[src/rtl/dbe_pkg.sv]
// Shared definitions for the dbe decoder back-end stages: plain-data field
// layout, marker codes and the packer state encoding.
package dbe_pkg;

   localparam int PD_SYM_W         = 8;
   localparam int PD_MARK_W        = 4;
   localparam int PD_W             = 1 + PD_SYM_W + PD_MARK_W;
   localparam int PD_MARK_LSB      = 0;
   localparam int PD_SYM_LSB       = PD_MARK_LSB + PD_MARK_W;
   localparam int PD_IS_MARKER_BIT = PD_SYM_LSB + PD_SYM_W;

   localparam int NUM_BYTES_DEFAULT = 4;

   localparam logic [PD_MARK_W-1:0] MARK_NONE    = 4'd0;
   localparam logic [PD_MARK_W-1:0] MARK_END     = 4'd1;
   localparam logic [PD_MARK_W-1:0] MARK_RESET   = 4'd2;
   localparam logic [PD_MARK_W-1:0] MARK_ERR_MIN = 4'd3;

   typedef enum logic {
      ST_RUN   = 1'b0,
      ST_DRAIN = 1'b1
   } pack_state_e;

   typedef enum logic [1:0] {
      MK_NONE,
      MK_END,
      MK_RESET,
      MK_ERROR
   } mark_kind_e;

   // Every code at or above MARK_ERR_MIN is an error, whatever its value.
   function automatic mark_kind_e decode_mark(input logic [PD_MARK_W-1:0] mark);
      mark_kind_e kind;
      if (mark >= MARK_ERR_MIN)
         kind = MK_ERROR;
      else if (mark == MARK_RESET)
         kind = MK_RESET;
      else if (mark == MARK_END)
         kind = MK_END;
      else
         kind = MK_NONE;
      return kind;
   endfunction

endpackage

[src/rtl/dbe_out_reg.sv]
// Single-entry valid/ready holding register. The producer may load whenever
// space is high, which includes the cycle the current entry is being popped.
module dbe_out_reg #(
   parameter int W = 8
) (
   input  logic         clk,
   input  logic         rst,
   input  logic         load,
   input  logic [W-1:0] d,
   output logic [W-1:0] q,
   output logic         vld,
   input  logic         rdy,
   output logic         space
);

   assign space = !vld || rdy;

   always_ff @(posedge clk or negedge rst) begin
      if (!rst) begin
         vld <= 1'b0;
         q   <= '0;
      end else begin
         if (load) begin
            vld <= 1'b1;
            q   <= d;
         end else if (rdy) begin
            vld <= 1'b0;
         end
      end
   end

endmodule

[src/rtl/dbe_plain_data_packer.sv]
// Packs the LZ4 decoder's plain-data symbols into NUM_BYTES-wide words and
// turns END / RESET / ERROR markers into word boundaries and frame flags.
//
//   state    | meaning
//   ---------+-----------------------------------------------------------
//   ST_RUN   | packing symbols; END closes a frame, ERROR closes it with err
//   ST_DRAIN | after an error: drop everything until a RESET marker
module dbe_plain_data_packer
   import dbe_pkg::*;
#(
   parameter int NUM_BYTES = NUM_BYTES_DEFAULT,
   parameter int SYM_W     = PD_SYM_W,
   parameter int MARK_W    = PD_MARK_W
) (
   input  logic                       clk,
   input  logic                       rst,
   input  logic [SYM_W+MARK_W:0]      i_data_data,
   input  logic                       i_data_vld,
   output logic                       i_data_rdy,
   output logic [NUM_BYTES*SYM_W-1:0] o_word_data,
   output logic [NUM_BYTES-1:0]       o_word_keep,
   output logic                       o_word_last,
   output logic                       o_word_err,
   output logic                       o_word_vld,
   input  logic                       o_word_rdy
);

   localparam int FILL_W = $clog2(NUM_BYTES) + 1;
   localparam int WORD_W = NUM_BYTES * SYM_W;
   localparam int OUT_W  = WORD_W + NUM_BYTES + 2;

   logic              is_marker;
   logic [SYM_W-1:0]  sym;
   logic [MARK_W-1:0] mark;
   mark_kind_e        kind;

   pack_state_e       state, state_nxt;
   logic [WORD_W-1:0] acc, acc_nxt, acc_wr;
   logic [FILL_W-1:0] fill, fill_nxt;
   logic [NUM_BYTES-1:0] part_keep;

   logic                 accept;
   logic                 out_space;
   logic                 load;
   logic [WORD_W-1:0]    ld_data;
   logic [NUM_BYTES-1:0] ld_keep;
   logic                 ld_last;
   logic                 ld_err;
   logic [OUT_W-1:0]     out_q;

   assign is_marker = i_data_data[SYM_W+MARK_W];
   assign sym       = i_data_data[MARK_W +: SYM_W];
   assign mark      = i_data_data[MARK_W-1:0];
   assign kind      = decode_mark(mark);

   // Ready is gated by reset so nothing is accepted while rst is low.
   assign i_data_rdy = rst && out_space;
   assign accept     = i_data_vld && i_data_rdy;

   always_comb begin
      acc_wr    = acc;
      part_keep = '0;
      for (int i = 0; i < NUM_BYTES; i++) begin
         if (fill == FILL_W'(i))
            acc_wr[i*SYM_W +: SYM_W] = sym;
         part_keep[i] = (FILL_W'(i) < fill);
      end
   end

   always_comb begin
      state_nxt = state;
      acc_nxt   = acc;
      fill_nxt  = fill;
      load      = 1'b0;
      ld_data   = acc;
      ld_keep   = part_keep;
      ld_last   = 1'b0;
      ld_err    = 1'b0;

      if (accept) begin
         case (state)
            ST_RUN: begin
               if (!is_marker) begin
                  if (fill == FILL_W'(NUM_BYTES - 1)) begin
                     load     = 1'b1;
                     ld_data  = acc_wr;
                     ld_keep  = '1;
                     acc_nxt  = '0;
                     fill_nxt = '0;
                  end else begin
                     acc_nxt  = acc_wr;
                     fill_nxt = fill + FILL_W'(1);
                  end
               end else begin
                  case (kind)
                     MK_END: begin
                        load     = 1'b1;
                        ld_last  = 1'b1;
                        acc_nxt  = '0;
                        fill_nxt = '0;
                     end
                     MK_RESET: begin
                        acc_nxt  = '0;
                        fill_nxt = '0;
                     end
                     MK_ERROR: begin
                        load      = 1'b1;
                        ld_last   = 1'b1;
                        ld_err    = 1'b1;
                        acc_nxt   = '0;
                        fill_nxt  = '0;
                        state_nxt = ST_DRAIN;
                     end
                     default: ;
                  endcase
               end
            end
            ST_DRAIN: begin
               if (is_marker && kind == MK_RESET) begin
                  acc_nxt   = '0;
                  fill_nxt  = '0;
                  state_nxt = ST_RUN;
               end
            end
            default: state_nxt = ST_RUN;
         endcase
      end
   end

   always_ff @(posedge clk or negedge rst) begin
      if (!rst) begin
         state <= ST_RUN;
         acc   <= '0;
         fill  <= '0;
      end else begin
         state <= state_nxt;
         acc   <= acc_nxt;
         fill  <= fill_nxt;
      end
   end

   dbe_out_reg #(
      .W (OUT_W)
   ) u_out_reg (
      .clk   (clk),
      .rst   (rst),
      .load  (load),
      .d     ({ld_err, ld_last, ld_keep, ld_data}),
      .q     (out_q),
      .vld   (o_word_vld),
      .rdy   (o_word_rdy),
      .space (out_space)
   );

   assign {o_word_err, o_word_last, o_word_keep, o_word_data} = out_q;

endmodule

[config.mk]
export PLATFORM = sky130hd
export DESIGN_NAME = dbe_plain_data_packer
export DESIGN_NICKNAME = d
export VERILOG_FILES = /design/src/rtl/dbe_pkg.sv /design/src/rtl/dbe_out_reg.sv /design/src/rtl/dbe_plain_data_packer.sv
export SDC_FILE = /design/constraint.sdc
export NUM_CORES = 1
export LEC_CHECK = 0
export CAP_MARGIN = 20
export CORE_AREA = 2 2 75 77
export DETAILED_ROUTE_END_ITERATION = 6
export DIE_AREA = 0 0 77 79
export DONT_BUFFER_PORTS = 1
export GPL_ROUTABILITY_DRIVEN = 0
export MAX_ROUTING_LAYER = met4
export PLACE_DENSITY = 0.76
export RECOVER_POWER = 50
export SYNTH_ARGS = -nofsm -noshare
export SYNTH_HDL_FRONTEND = slang
export SYNTH_SLANG_ARGS = --single-unit
[constraint.sdc]
create_clock -name clk -period 2.25 [get_ports clk]
set_clock_uncertainty 0.15 [all_clocks]
set_input_delay 0.45 -clock clk [delete_from_list [all_inputs] [get_ports clk]]
set_output_delay 0.45 -clock clk [all_outputs]
set_load 0.005 [all_outputs]
==> flow_metrics.py <==
metrics = {
    "outcome": {
        "status": "finished, violations left",
        "violations": "negative hold slack",
    },
    "cts": {
        "cts_root_buffer": "clkbuf_8",
        "cts_buffers": 9,
        "post_cts_buffers": 0,
        "cts.sinks": 75,
        "clk_pin_slew_ns": 0.08,
        "clockBufferDepth": 2,
        "cts_tree": "yes",
        "insertion_delay_ns": 0.34,
        "cts_max_level": 3,
    },
    "critical_path": {
        "r2r_start": "fill[1]$_DFFE_PN0P_",
        "required_ns": 2.33,
        "crit_fanout": 8,
        "crit_chain": "buf_4, inv_1, ha_1, nor2b_4, o32a_1, nor2_2, a221o_1",
        "critPathLaunch": "fill[1]$_DFFE_PN0P_",
        "end_kind": "register",
        "start_kind": "register",
        "slowest_stage": "dfrtp_1",
        "worstSetupPathType": "register to register",
        "max_stage_delay_ns": 0.39,
        "critPathArrivalTime_ns": 2.17,
    },
    "timing": {
        "worstMarginPinSlew_ns": 0.6406,
        "fin_ws_ns": 0.1550,
        "min_period_over_period_pct": 93.11,
        "period_needed_ns": 2.095,
        "final_max_slew_viol_count": 0,
        "fin_tns_setup_ns": 0,
        "timing.final.hold_violations": 75,
        "slew_headroom_pct": 57.10,
        "whs_ns": -0.3609,
        "setup_viol": 0,
        "rsz0062_at_grt": "no",
        "fmax_mhz": 477.3,
    },
    "floorplan": {
        "die-area_sq_um": 6083,
        "design.core.area_sq_um": 5338,
        "rows": 27,
        "die_w_um": 77,
        "boundaryPins": 57,
        "start_util_pct": 59.31,
        "dieHeight_um": 79,
    },
    "synth": {
        "synth_top_area_share_pct": 59.29,
        "syn_area_sq_um": 3166,
        "synth_area_leader_cell": "dfrtp_1",
        "synth-async-reset-ratio_pct": 100.0,
        "syn_nets": 265,
        "synthTopCellsByArea": "dfrtp_1 (59%), a22o_1 (6.6%), a221o_1 (5.1%)",
        "yosysWarnings": 0,
        "seq_area_frac_synth_pct": 59.29,
        "avgSynthCellArea_sq_um": 12.92,
        "synth_edf_count": 0,
        "ys_seq_elements": 75,
        "syn-instance-count": 245,
        "synth_cell_types": 45,
        "yosys_most_used_dff": "dfrtp_1",
    },
    "cells_and_area": {
        "insertedDiodeCount": 0,
        "final_nets": 281,
        "drive_gt1_share_pct": 18.05,
        "stdcell_area_sq_um": 3505,
        "syn2layout_area_growth_pct": 10.71,
        "final_cell_mix": "dfrtp_1 (75), a22o_1 (24), a221o_1 (16), inv_1 (15), buf_4 (14)",
        "mostFrequentLayoutCell": "dfrtp_1",
        "stdcell_count": 338,
    },
    "drt": {
        "top_layer_used": "met4",
        "wl_um": 6713,
        "avgRoutedWirePerCell_um": 19.86,
        "vias": 2104,
        "drc": 0,
        "dr_wl_met2_um": 3203,
        "postRouteAntennaNets": 0,
        "drt-pass1-iter-count": 4,
        "met3_length_um": 391,
        "m1WireLength_um": 3018,
        "via_per_inst": 6.225,
        "first_iter_violations": 173,
    },
    "power_and_ir_drop": {
        "p_leak_uw": 0.001668,
        "vdd_drop_max_mv": 0.4863,
        "p_per_area_nw_per_um2": 882.2,
    },
    "place": {
        "dp.cells": 322,
        "post-place-ws_ns": -0.1734,
        "place.detailed.hpwl_um": 4537,
        "portBuffers": 0,
        "place_area_sq_um": 3306,
    },
    "hold_path": {
        "worstHoldPathType": "input port to async pin",
    },
    "job": {
        "maxCapViolations": 0,
    },
    "global_route": {
        "grt_usage_pct": 24.99,
        "grt_pass1_wl_um": 11230,
        "antenna_found_initial": 0,
        "overflow": 0,
        "grt_start_max_net_pins": 79,
        "first_global_vias": 2152,
    },
}
==> critical path, delay by kind of cell (launching register included) <==
kind	cells	cell delay [ns]
DFF	1	0.39
and+or+nand+nor	2	0.36
adders and majority gates	1	0.32
buffers and inverters	2	0.25
AOI/OAI and AO/OA	2	0.51
==> what timing repair did <==
action | CTS | global route
endpoints found under the setup margin | 8 | 16
resized for setup | 1 | 3
gates cloned | 0 | 0
hold endpoints to repair | 75 | 75
==> through the flow <==
step           power, uW  hold slack, ns  util [%]
6_report            3092         -0.3609     65.66
5_1_grt             3244         -0.3793     65.66
4_1_cts             3095         -0.3779     65.40
3_5_place_dp        2156        0.006029     61.93
3_3_place_gp        2137        0.006915     61.93
2_1_floorplan       2015        0.004409         -
==> final cells by class <==
type	count	area, sq um
multi-input combinational	146	1196
tap	72	90.09
fill	421	1833
clock buffer	12	155.1
timing repair buffer	14	105.1
inverter	15	56.30
sequential	75	1877
clock inverter	4	25.02
==> synth_stat cells (all sizes together), types with 2 or more instances <==
cell type	n
inv	15
nor2	6
a22oi	8
a31oi	2
a221o	16
and2	10
buf	5
nand2	5
nand2b	3
nor2b	3
mux2i	3
dfrtp	75
and3	8
o32a	2
a22o	24
nand3	5
ha	3
nor3b	9
clkbuf	4
or3	2
nor4	3
mux2	10
o21ai	9
or2	2
o211ai	2
==> per-layer routing <==
| layer | vias up | global-route usage [%] |
|---|---|---|
| met5 | - | - |
| met4 | 0 | 11.43 |
| met1 | 1065 | 33.98 |
| li1 | 959 | - |
| met3 | 11 | 6.136 |
| met2 | 69 | 36.05 |
==> state kept, by name (all words and copies together) (netlist names) <==
register	flops
u_out_reg.q	38
u_out_reg.vld	1
acc	32
state	1
fill	3
==> where the power goes <==
part	leakage, uW	internal (uW)	total (uW)	switching (uW)
clock network	0.0000884	457	935	478
logic	0.000573	233	440	207
registers	0.00101	1560	1720	152
==> final timing paths <==
path	end	cells past startpoint	slack (ns)
max	u_out_reg.q[3]$_DFFE_PN0P_	7	0.16
min	u_out_reg.q[12]$_DFFE_PN0P_	0	-0.36
max reg2reg	u_out_reg.q[3]$_DFFE_PN0P_	7	0.16
min reg2reg	acc[30]$_DFFE_PN0P_	1	0.34
max in group asynchronous	state$_DFFE_PN0N_	0	2.20
min in group clk	state$_DFFE_PN0N_	1	0.07
==> logic make-up after synthesis <==
logic type      count (synthesis)  synth area share (%)
mux                            13                 4.506
fa+ha+maj                       3                 1.186
buf+inv                        24                 3.518
flops                          75                 59.29
simple gates                   60                 13.08
compound gates                 70                 18.42
Power figures use the tool's default switching activity.
